===== src/rtl/mux_scan_ctrl_pkg.sv =====
// mux_scan_pkg: shared widths, FSM state encoding, sample payload and the
// round-robin search helper for the mux channel scanner.
package mux_scan_pkg;

  localparam int unsigned NCH   = 8;
  localparam int unsigned SELW  = 3;
  localparam int unsigned W     = 4;
  localparam int unsigned DWELL = 4;
  localparam int unsigned CNTW  = $clog2(DWELL) + 1;

  typedef enum logic [1:0] {
    ST_IDLE   = 2'd0,
    ST_SETTLE = 2'd1,
    ST_HOLD   = 2'd2
  } scan_state_e;

  // Captured sample handed downstream.
  typedef struct packed {
    logic [W-1:0]    data;
    logic [SELW-1:0] ch;
  } smp_t;

  // Result of a round-robin search.
  typedef struct packed {
    logic [SELW-1:0] idx;
    logic            wrap;
  } rr_res_t;

  // First set bit of mask strictly after cur, modulo NCH. wrap is set when
  // the found index is not above cur (covers the single-bit case, where the
  // search comes all the way round to cur itself).
  function automatic rr_res_t next_enabled(input logic [NCH-1:0]  mask,
                                           input logic [SELW-1:0] cur);
    rr_res_t         r;
    logic            found;
    logic [SELW-1:0] k;
    r.idx  = cur;
    r.wrap = 1'b1;
    found  = 1'b0;
    for (int unsigned i = 1; i <= NCH; i++) begin
      k = cur + SELW'(i);
      if (!found && mask[k]) begin
        r.idx  = k;
        r.wrap = (k <= cur);
        found  = 1'b1;
      end
    end
    return r;
  endfunction

endpackage


===== src/rtl/mux_scan_ctrl_if.sv =====
// mux_scan_ctrl_if: control, mux-side and sample-handshake signals of the
// channel scanner.
//   master : upstream controller / mux / downstream sink (drives start, stop,
//            continuous, ch_mask, mux_data, smp_ready)
//   slave  : the scanner (drives mux_sel, smp_*, busy, done)
interface mux_scan_ctrl_if;
  import mux_scan_pkg::*;

  logic            start;
  logic            stop;
  logic            continuous;
  logic [NCH-1:0]  ch_mask;
  logic [SELW-1:0] mux_sel;
  logic [W-1:0]    mux_data;
  logic [W-1:0]    smp_data;
  logic [SELW-1:0] smp_ch;
  logic            smp_valid;
  logic            smp_ready;
  logic            busy;
  logic            done;

  modport master (
    output start, stop, continuous, ch_mask, mux_data, smp_ready,
    input  mux_sel, smp_data, smp_ch, smp_valid, busy, done
  );

  modport slave (
    input  start, stop, continuous, ch_mask, mux_data, smp_ready,
    output mux_sel, smp_data, smp_ch, smp_valid, busy, done
  );

endinterface


===== src/rtl/mux_scan_ctrl_rr_next_sel.sv =====
// rr_next_sel: combinational round-robin search over an enable mask.
//   mask_i     : channel enables
//   cur_i      : current channel; search starts strictly after it
//   nxt_c_o    : next enabled channel
//   wrap_c_o   : search wrapped (next <= cur)
module rr_next_sel
  import mux_scan_pkg::*;
(
  input  logic [NCH-1:0]  mask_i,
  input  logic [SELW-1:0] cur_i,
  output logic [SELW-1:0] nxt_c_o,
  output logic            wrap_c_o
);

  rr_res_t res;

  always_comb begin
    res      = next_enabled(mask_i, cur_i);
    nxt_c_o  = res.idx;
    wrap_c_o = res.wrap;
  end

endmodule


===== src/rtl/mux_scan_ctrl.sv =====
// mux_scan_ctrl: time-multiplexed scanner in front of an 8:1 x 4-bit mux.
// Drives the select, waits DWELL settle cycles, captures the nibble and
// offers it downstream on a valid/ready handshake; round-robin over a
// sampled channel mask, single sweep or continuous.
//   clk, rst_n : clock, asynchronous active-low reset
//   bus        : slave side of mux_scan_ctrl_if
module mux_scan_ctrl (
  input  logic             clk,
  input  logic             rst_n,
  mux_scan_ctrl_if.slave   bus
);
  import mux_scan_pkg::*;

  localparam logic [1:0] S_IDLE   = ST_IDLE;
  localparam logic [1:0] S_SETTLE = ST_SETTLE;
  localparam logic [1:0] S_HOLD   = ST_HOLD;

  logic [1:0]      state_q,     state_d;
  logic [SELW-1:0] mux_sel_q,   mux_sel_d;
  smp_t            smp_q,       smp_d;
  logic            smp_valid_q, smp_valid_d;
  logic            done_q,      done_d;
  logic            busy_q,      busy_d;
  logic [NCH-1:0]  mask_q,      mask_d;
  logic [CNTW-1:0] cnt_q,       cnt_d;
  logic            cont_q,      cont_d;
  logic            stop_pend_q, stop_pend_d;

  logic [SELW-1:0] first_sel;
  logic            first_wrap_unused;
  logic [SELW-1:0] adv_sel;
  logic            adv_wrap;

  // Lowest enabled channel of the incoming mask (search after NCH-1).
  rr_next_sel u_first (
    .mask_i   (bus.ch_mask),
    .cur_i    (SELW'(NCH - 1)),
    .nxt_c_o  (first_sel),
    .wrap_c_o (first_wrap_unused)
  );

  // Next enabled channel after the one currently selected.
  rr_next_sel u_adv (
    .mask_i   (mask_q),
    .cur_i    (mux_sel_q),
    .nxt_c_o  (adv_sel),
    .wrap_c_o (adv_wrap)
  );

  // State register.
  always_ff @(posedge clk or negedge rst_n) begin
    if (!rst_n) begin
      state_q     <= S_IDLE;
      mux_sel_q   <= '0;
      smp_q       <= '0;
      smp_valid_q <= 1'b0;
      done_q      <= 1'b0;
      busy_q      <= 1'b0;
      mask_q      <= '0;
      cnt_q       <= '0;
      cont_q      <= 1'b0;
      stop_pend_q <= 1'b0;
    end else begin
      state_q     <= state_d;
      mux_sel_q   <= mux_sel_d;
      smp_q       <= smp_d;
      smp_valid_q <= smp_valid_d;
      done_q      <= done_d;
      busy_q      <= busy_d;
      mask_q      <= mask_d;
      cnt_q       <= cnt_d;
      cont_q      <= cont_d;
      stop_pend_q <= stop_pend_d;
    end
  end

  // Next-state and output logic.
  always_comb begin
    state_d     = state_q;
    mux_sel_d   = mux_sel_q;
    smp_d       = smp_q;
    smp_valid_d = smp_valid_q;
    done_d      = 1'b0;
    mask_d      = mask_q;
    cnt_d       = cnt_q;
    cont_d      = cont_q;
    stop_pend_d = stop_pend_q;

    case (state_q)
      S_IDLE: begin
        stop_pend_d = 1'b0;
        if (bus.start) begin
          if (bus.ch_mask != '0) begin
            mask_d    = bus.ch_mask;
            cont_d    = bus.continuous;
            mux_sel_d = first_sel;
            cnt_d     = CNTW'(DWELL - 1);
            state_d   = S_SETTLE;
          end else begin
            done_d = 1'b1;
          end
        end
      end

      S_SETTLE: begin
        // Abort wins over capture: no sample once stop is seen here.
        if (bus.stop) begin
          done_d      = 1'b1;
          stop_pend_d = 1'b0;
          state_d     = S_IDLE;
        end else if (cnt_q != '0) begin
          cnt_d = cnt_q - CNTW'(1);
        end else begin
          smp_d.data  = bus.mux_data;
          smp_d.ch    = mux_sel_q;
          smp_valid_d = 1'b1;
          state_d     = S_HOLD;
        end
      end

      S_HOLD: begin
        // A stop here is remembered; the sample is still delivered.
        if (bus.stop) begin
          stop_pend_d = 1'b1;
        end
        if (smp_valid_q && bus.smp_ready) begin
          smp_valid_d = 1'b0;
          if ((adv_wrap && !cont_q) || stop_pend_q || bus.stop) begin
            done_d      = 1'b1;
            stop_pend_d = 1'b0;
            state_d     = S_IDLE;
          end else begin
            mux_sel_d = adv_sel;
            cnt_d     = CNTW'(DWELL - 1);
            state_d   = S_SETTLE;
          end
        end
      end

      default: begin
        state_d = S_IDLE;
      end
    endcase

    busy_d = (state_d != S_IDLE);
  end

  assign bus.mux_sel   = mux_sel_q;
  assign bus.smp_data  = smp_q.data;
  assign bus.smp_ch    = smp_q.ch;
  assign bus.smp_valid = smp_valid_q;
  assign bus.busy      = busy_q;
  assign bus.done      = done_q;

endmodule


===== src/flat_wrapper.sv =====
// flat-port wrapper written by rule: the top's interface ports become plain ports
module mux_scan_ctrl_flat import mux_scan_pkg::*;
  (clk, rst_n, bus_start, bus_stop, bus_continuous, bus_ch_mask, bus_mux_data, bus_smp_ready, bus_mux_sel, bus_smp_data, bus_smp_ch, bus_smp_valid, bus_busy, bus_done);
  mux_scan_ctrl_if bus_i ();
  input  logic clk;
  input  logic rst_n;
  input wire logic [$bits(bus_i.start)-1:0] bus_start;
  input wire logic [$bits(bus_i.stop)-1:0] bus_stop;
  input wire logic [$bits(bus_i.continuous)-1:0] bus_continuous;
  input wire logic [$bits(bus_i.ch_mask)-1:0] bus_ch_mask;
  input wire logic [$bits(bus_i.mux_data)-1:0] bus_mux_data;
  input wire logic [$bits(bus_i.smp_ready)-1:0] bus_smp_ready;
  output wire logic [$bits(bus_i.mux_sel)-1:0] bus_mux_sel;
  output wire logic [$bits(bus_i.smp_data)-1:0] bus_smp_data;
  output wire logic [$bits(bus_i.smp_ch)-1:0] bus_smp_ch;
  output wire logic [$bits(bus_i.smp_valid)-1:0] bus_smp_valid;
  output wire logic [$bits(bus_i.busy)-1:0] bus_busy;
  output wire logic [$bits(bus_i.done)-1:0] bus_done;
  assign bus_i.start = bus_start;
  assign bus_i.stop = bus_stop;
  assign bus_i.continuous = bus_continuous;
  assign bus_i.ch_mask = bus_ch_mask;
  assign bus_i.mux_data = bus_mux_data;
  assign bus_i.smp_ready = bus_smp_ready;
  assign bus_mux_sel = bus_i.mux_sel;
  assign bus_smp_data = bus_i.smp_data;
  assign bus_smp_ch = bus_i.smp_ch;
  assign bus_smp_valid = bus_i.smp_valid;
  assign bus_busy = bus_i.busy;
  assign bus_done = bus_i.done;
  mux_scan_ctrl u_core (.clk(clk), .rst_n(rst_n), .bus(bus_i));
endmodule

===== config.mk =====
export PLATFORM = sky130hd
export DESIGN_NAME = mux_scan_ctrl_flat
export DESIGN_NICKNAME = d
export VERILOG_FILES = /design/src/rtl/mux_scan_ctrl_pkg.sv /design/src/rtl/mux_scan_ctrl_if.sv /design/src/rtl/mux_scan_ctrl_rr_next_sel.sv /design/src/rtl/mux_scan_ctrl.sv /design/src/flat_wrapper.sv
export SDC_FILE = /design/constraint.sdc
export NUM_CORES = 1
export LEC_CHECK = 0
export CAP_MARGIN = 15
export CORE_ASPECT_RATIO = 1.1
export CORE_MARGIN = 1.5
export CORE_UTILIZATION = 55
export DETAILED_ROUTE_END_ITERATION = 12
export PLACE_DENSITY_LB_ADDON = 0.08
export SETUP_SLACK_MARGIN = 0.2
export SYNTH_ARGS = -nofsm -noshare
export SYNTH_HDL_FRONTEND = slang
export SYNTH_SLANG_ARGS = --single-unit

===== constraint.sdc =====
create_clock -name clk -period 10.4 [get_ports clk]
set_input_delay 2.6 -clock clk [delete_from_list [all_inputs] [get_ports clk]]
set_output_delay 2.6 -clock clk [all_outputs]
set_load 0.1 [all_outputs]

# After elaboration in Yosys (flattened, before gate mapping)
# Cells that the tools add are included.
# classes
muxes	80
bitwise_logic	2
magnitude_cmp	16
n_eq_ne	12
n_addsub	8
n_reduce_logical	46
# ops
operator	n
$mux W4	16
$mux W1	35
$lt A3 B4 Y1 const B	8
$mux W3	10
$bmux W1 S3	8
$le A3 B3 Y1	8
$logic_and A1 B1 Y1	16
$logic_not A1 Y1	15
$reduce_and A7 Y1	2
$add A3 B3 Y3 const B	4
$ne A2 B2 Y1 const B	6
$mux W2	5
$pmux W3 S3	1
$ne A8 B8 Y1 const B	1
$reduce_bool A8 Y1	1
$add A3 B2 Y3 const B	2
$ne A2 B1 Y1 const B	3
$pmux W1 S3	2
$pmux W2 S3	1
$pmux W3 S2	1
$reduce_and A3 Y1	2
$reduce_bool A2 Y1	3
$reduce_bool A3 Y1	2
$reduce_and A4 Y1	1
other kinds (9)	11
# word_totals
ff_bits	28
out_inout_bits	13
elab_cells	175
in_bits	18

# Depth between registers and ports, before layout
# depth
word_depth	32
ltp_mapped	14
ltp_nobuf	10

# By module
# A second synthesis with hierarchy kept.
# unflattened
hier_cells	315
area_unflattened_um2	3215.6
# by_module_without_submodules
mod	seq_area_each_um2	area_per_inst_um2	n_inst	cells_per_inst
rr_next_sel	0.0	982.2	2	107
mux_scan_ctrl	700.7	1251.2	1	101

# Least setup slack after synthesis
# No wires, ideal clock.
# synth_path
kind	register -> register
start	reg u_core.mux_sel_q[0] (netlist: u_core.bus.mux_sel[0])
end	reg u_core.mux_sel_q[1] (netlist: u_core.bus.mux_sel[1])
setup_slack_ps	6381
n_path_buf	4
synth_period_minus_slack_ps	4019
arrival_ps	3892
setup_ps	128
t_required_ps	10272
stages_incl_launch_ff	15
path_cell_list	dfrtp_1 -> buf_6 -> inv_1 -> buf_2 -> ha_1 -> buf_2 -> buf_2 -> mux2i_1 -> nor2_1 -> mux4_2 -> a31oi_1 -> o311a_1 -> a2bb2oi_1 -> o21ai_0 -> mux2_1
# synth_via
elab_chain_cells	30
word_cells_on_any_way	70
cone_classes	add/sub: 7; order compare: 8; eq/ne: 3; mux: 34; reduce/logical: 18
# synth_rtl
element	line	source
start: declaration	mux_scan_ctrl.sv:19	logic [SELW-1:0] mux_sel_q, mux_sel_d;
start signal: assignment	mux_scan_ctrl.sv:65	mux_sel_q <= mux_sel_d;
$add A3 B1 Y3	mux_scan_ctrl_pkg.sv:41	k = cur + SELW'(i);
$bmux W1 S3	mux_scan_ctrl_pkg.sv:42	if (!found && mask[k]) begin
$mux W1 (not written as such)	mux_scan_ctrl_pkg.sv:42	
$mux W1	mux_scan_ctrl_pkg.sv:42	
$logic_not A1 Y1	mux_scan_ctrl_pkg.sv:42	
$logic_and A1 B1 Y1	mux_scan_ctrl_pkg.sv:42	
$mux W1	mux_scan_ctrl_pkg.sv:42	
$logic_not A1 Y1	mux_scan_ctrl_pkg.sv:42	
(+13 left out)	--	
$mux W1	mux_scan_ctrl_pkg.sv:42	
$logic_not A1 Y1	mux_scan_ctrl_pkg.sv:42	
$logic_and A1 B1 Y1	mux_scan_ctrl_pkg.sv:42	
$mux W4	mux_scan_ctrl_pkg.sv:42	
$logic_and A1 B1 Y1	mux_scan_ctrl.sv:128	if ((adv_wrap && !cont_q) || stop_pend_q || bus.stop) begin
$logic_or A1 B1 Y1 (2 in series)	mux_scan_ctrl.sv:128	
$ne A2 B2 Y1 (no source line)	--	
$reduce_and A7 Y1 (no source line)	--	
# Parallel ways exist; a longest one is shown, timed or not. The select of a mux whose other input is x is not followed.
# A chain may end at the register's enable or synchronous reset.

# Worst setup path after layout
# layout_path
start	reg u_core.mux_sel_q[0] (netlist: u_core.bus.mux_sel[0])
end	out bus_mux_sel[0]
# layout_lines
element	line	source
end: declaration	flat_wrapper.sv:13	output wire logic [$bits(bus_i.mux_sel)-1:0] bus_mux_sel;
# No word-level cell between the ends.

==> flow_summary_export.csv <==
group,metric,value,unit
outcome,status,"finished clean",
place,place_congestion,0.937,
layout,n_antenna_cell,0,
clock_tree,clock_path_buffers,2,
route,wl_met3,259,um
layout,seqCellArea,701,sq um
route,wl_met2,3000,um
timing,rsz0062_at_grt,"false",
critical_path,critical_path.endpoint,"bus_mux_sel[0]",
timing,fmax,201,MHz
grt,grt_pass1_wl,10400,um
grt,grt_pass1_vias,2144,
route,vias_per_cell,6.35,
grt,overflow,0,
critical_path,r2r_cells,10,
critical_path,crit_arrival,2380,ps
timing,slew_violations,0,
clock_tree,clock_latency,280,ps
timing,fin_setup_tns,0,ps
floorplan,row_count,25,
floorplan,die_x,67.1,um
layout,layout_commonest_cell,"clkdlybuf4s50_1",
critical_path,cp.required,7800,ps
grt,grt_start_max_net_pins,29,
yosys,synthArstFlopShare,100,%
floorplan,fp.dieArea,4940,sq um
clock_tree,cts_tree,"built",
floorplan,core-area,4320,sq um
place,dp_hpwl,4610,um
route,wl_met1,2700,um
critical_path,critical_path_buf_inv_count,1,
clock_tree,holdBufCountCts,0,
yosys,synth_cells,247,
yosys,avgSynthCellArea,10.1,sq um
critical_path,critPathMaxStageDelay,1260,ps
grt,grtUsageTotal,27.5,%
yosys,synth_cell_type_count,56,
route,top_layer_used,"met4",
timing,period_share,47.9,%
layout,multiInputGateArea,1680,sq um
critical_path,cp-startpoint,"u_core.bus.mux_sel[0]",
critical_path,path_depth,1,
critical_path,cp-start-kind,"register",
route,num_vias,2077,
critical_path,timing.rr.end,"u_core.cnt_q[2]",
route,routed_wirelength,6150,um
floorplan,fp.dieH,73.6,um
clock_tree,cts_buffers,3,
place,placed_area,2820,sq um
layout,mostFrequentLayoutCells,"30 x clkdlybuf4s50_1, 28 x dfrtp_1, 23 x nand2_1, 22 x nor2_1, 17 x mux2_2",
critical_path,r2r_setup_slack,5990,ps
yosys,ys_seq_elements,28,
timing,finClkSkew,9.05,ps
floorplan,start_util,57.7,%
layout,nets,300,
clock_tree,numClockSinks,28,
clock_tree,post_cts_resized,0,
route,first_iter_violations,255,
timing,worstMarginPinSlew,977,ps
critical_path,r2r-start,"u_core.bus.mux_sel[1]",
clock_tree,postCtsSetupRepairBufs,0,
clock_tree,root_buffer,"clkbuf_8",
clock_tree,htree_num_levels,1,
route,routedWlPerCell,18.8,um
critical_path,crit_family,"buffers and inverters",
route,detail-route-antenna-nets,0,
worst_hold_path,hp-class,"register to register",
timing,layout_min_cycle_time,4980,ps
clock_tree,path_clk_slew,90,ps
layout,drive_gt1_share,17.9,%
floorplan,ios,31,
layout,nFillCells,355,
yosys,syn_area,2490,sq um
critical_path,crit_type,"register to primary output",
place,portBuffers,30,
yosys,yosysSeqAreaShare,28.2,%
critical_path,worstSetupEndpointType,"primary output",
grt,antenna_found_initial,0,
yosys,yosys_warnings,0,
yosys,synth_ff_type,"dfrtp_1",
route,drc,0,
yosys,synth_edf_count,0,
yosys,syn_nets,273,
layout,fin_area,2870,sq um
timing,setup_violations,0,
critical_path,slowest_stage,"clkdlybuf4s50_1",
timing,hold_viol,0,
route,dr.pass1.iters,4,
layout,syn2layout_area_growth,15.4,%
critical_path,worstPathMaxFanout,18,
critical_path,cp_cell_sequence,"clkdlybuf4s50_1",
timing,slew_headroom,34.6,%
job,maxCapViolCount,0,
==> cells in the mapped netlist, types with 3 or more instances <==
master | number | area share, %
dfrtp_1 | 28 | 28
mux2i_4 | 3 | 2.7
nand3_1 | 8 | 1.6
nand2_1 | 23 | 3.5
nand4_1 | 3 | 0.75
buf_2 | 5 | 1.0
a31oi_1 | 3 | 0.75
o211ai_1 | 3 | 0.90
inv_1 | 12 | 1.8
mux4_2 | 13 | 12
nand2b_1 | 6 | 1.5
mux2_2 | 17 | 7.7
nor2_1 | 22 | 3.3
a21oi_1 | 10 | 2.0
o21ai_0 | 10 | 2.0
mux2i_1 | 16 | 6.4
mux2_1 | 3 | 1.4
clkbuf_1 | 4 | 0.60
ha_1 | 8 | 4.0
==> layout make-up <==
type / count / area share [%]
Inverter: 12 / 1.57
Tap cell: 54 / 2.35
Multi-Input combinational cell: 196 / 58.5
Sequential cell: 28 / 24.4
Timing Repair Buffer: 33 / 11.2
Clock buffer: 4 / 1.92
==> stage by stage <==
stage	setup slack [ps]	utilization, %	instances	hold WS (ps)
2_1_floorplan	6380	-	247	466
3_3_place_gp	5660	65.2	323	472
3_5_place_dp	5520	65.2	323	479
4_1_cts	5420	66.5	327	504
5_1_grt	5320	66.5	327	520
6_report	5420	66.5	327	501
==> per-layer routing <==
metal / GRT usage (%) / vias up
met2: 47.1 / 78
li1: - / 983
met4: 12.2 / 0
met5: 0 / -
met3: 1.84 / 14
met1: 35.6 / 1002
==> how the worst min path moves through the flow <==
stage / start / endpoint / slack, ps / cells after the start
2_1_floorplan: u_core.stop_pend_q / u_core.stop_pend_q / 470 / 1
3_3_place_gp: u_core.bus.smp_ch[0] / u_core.bus.smp_ch[0] / 470 / 2
3_5_place_dp: u_core.bus.smp_ch[1] / u_core.bus.smp_ch[1] / 480 / 2
4_1_cts: u_core.bus.smp_ch[1] / u_core.bus.smp_ch[1] / 500 / 2
5_1_grt: u_core.bus.smp_data[3] / u_core.bus.smp_data[3] / 520 / 1
6_report: u_core.bus.smp_ch[1] / u_core.bus.smp_ch[1] / 500 / 2
==> registers in the layout (all words and copies together), names as in the netlist <==
| register | count |
|---|---|
| u_core.bus.smp_data | 4 |
| u_core.bus.smp_valid | 1 |
| u_core.cont_q | 1 |
| u_core.bus.mux_sel | 3 |
| u_core.cnt_q | 3 |
| u_core.bus.smp_ch | 3 |
| u_core.stop_pend_q | 1 |
| u_core.bus.done | 1 |
| u_core.state_q | 2 |
| u_core.mask_q | 8 |
| u_core.bus.busy | 1 |
==> logic make-up (layout without fill, tap and decap cells) <==
group	count (synthesis)	count (layout)	share of synthesized area (%)
AO/OA/AOI/OAI	53	53	15.4
XOR/XNOR	4	4	1.71
adder cells (fa/ha/maj)	8	8	4.02
buffers and inverters	23	49	4.32
flip-flops	28	28	28.2
multiplexers	52	52	30.0
AND/OR/NAND/NOR	79	79	16.4
==> worst reg2reg max path, stage by stage (launching register included) <==
cell	delay, ps
dfrtp_1	780
inv_1	330
ha_1	920
mux2i_1	390
mux2i_1	170
o221a_2	330
nor4b_4	470
nand2_2	70
and3b_4	210
o31a_1	310
a211o_1	320
Power is left out: the tool's default activity adds up to more than one toggle a clock period on the data nets, which glitch-free logic cannot reach.
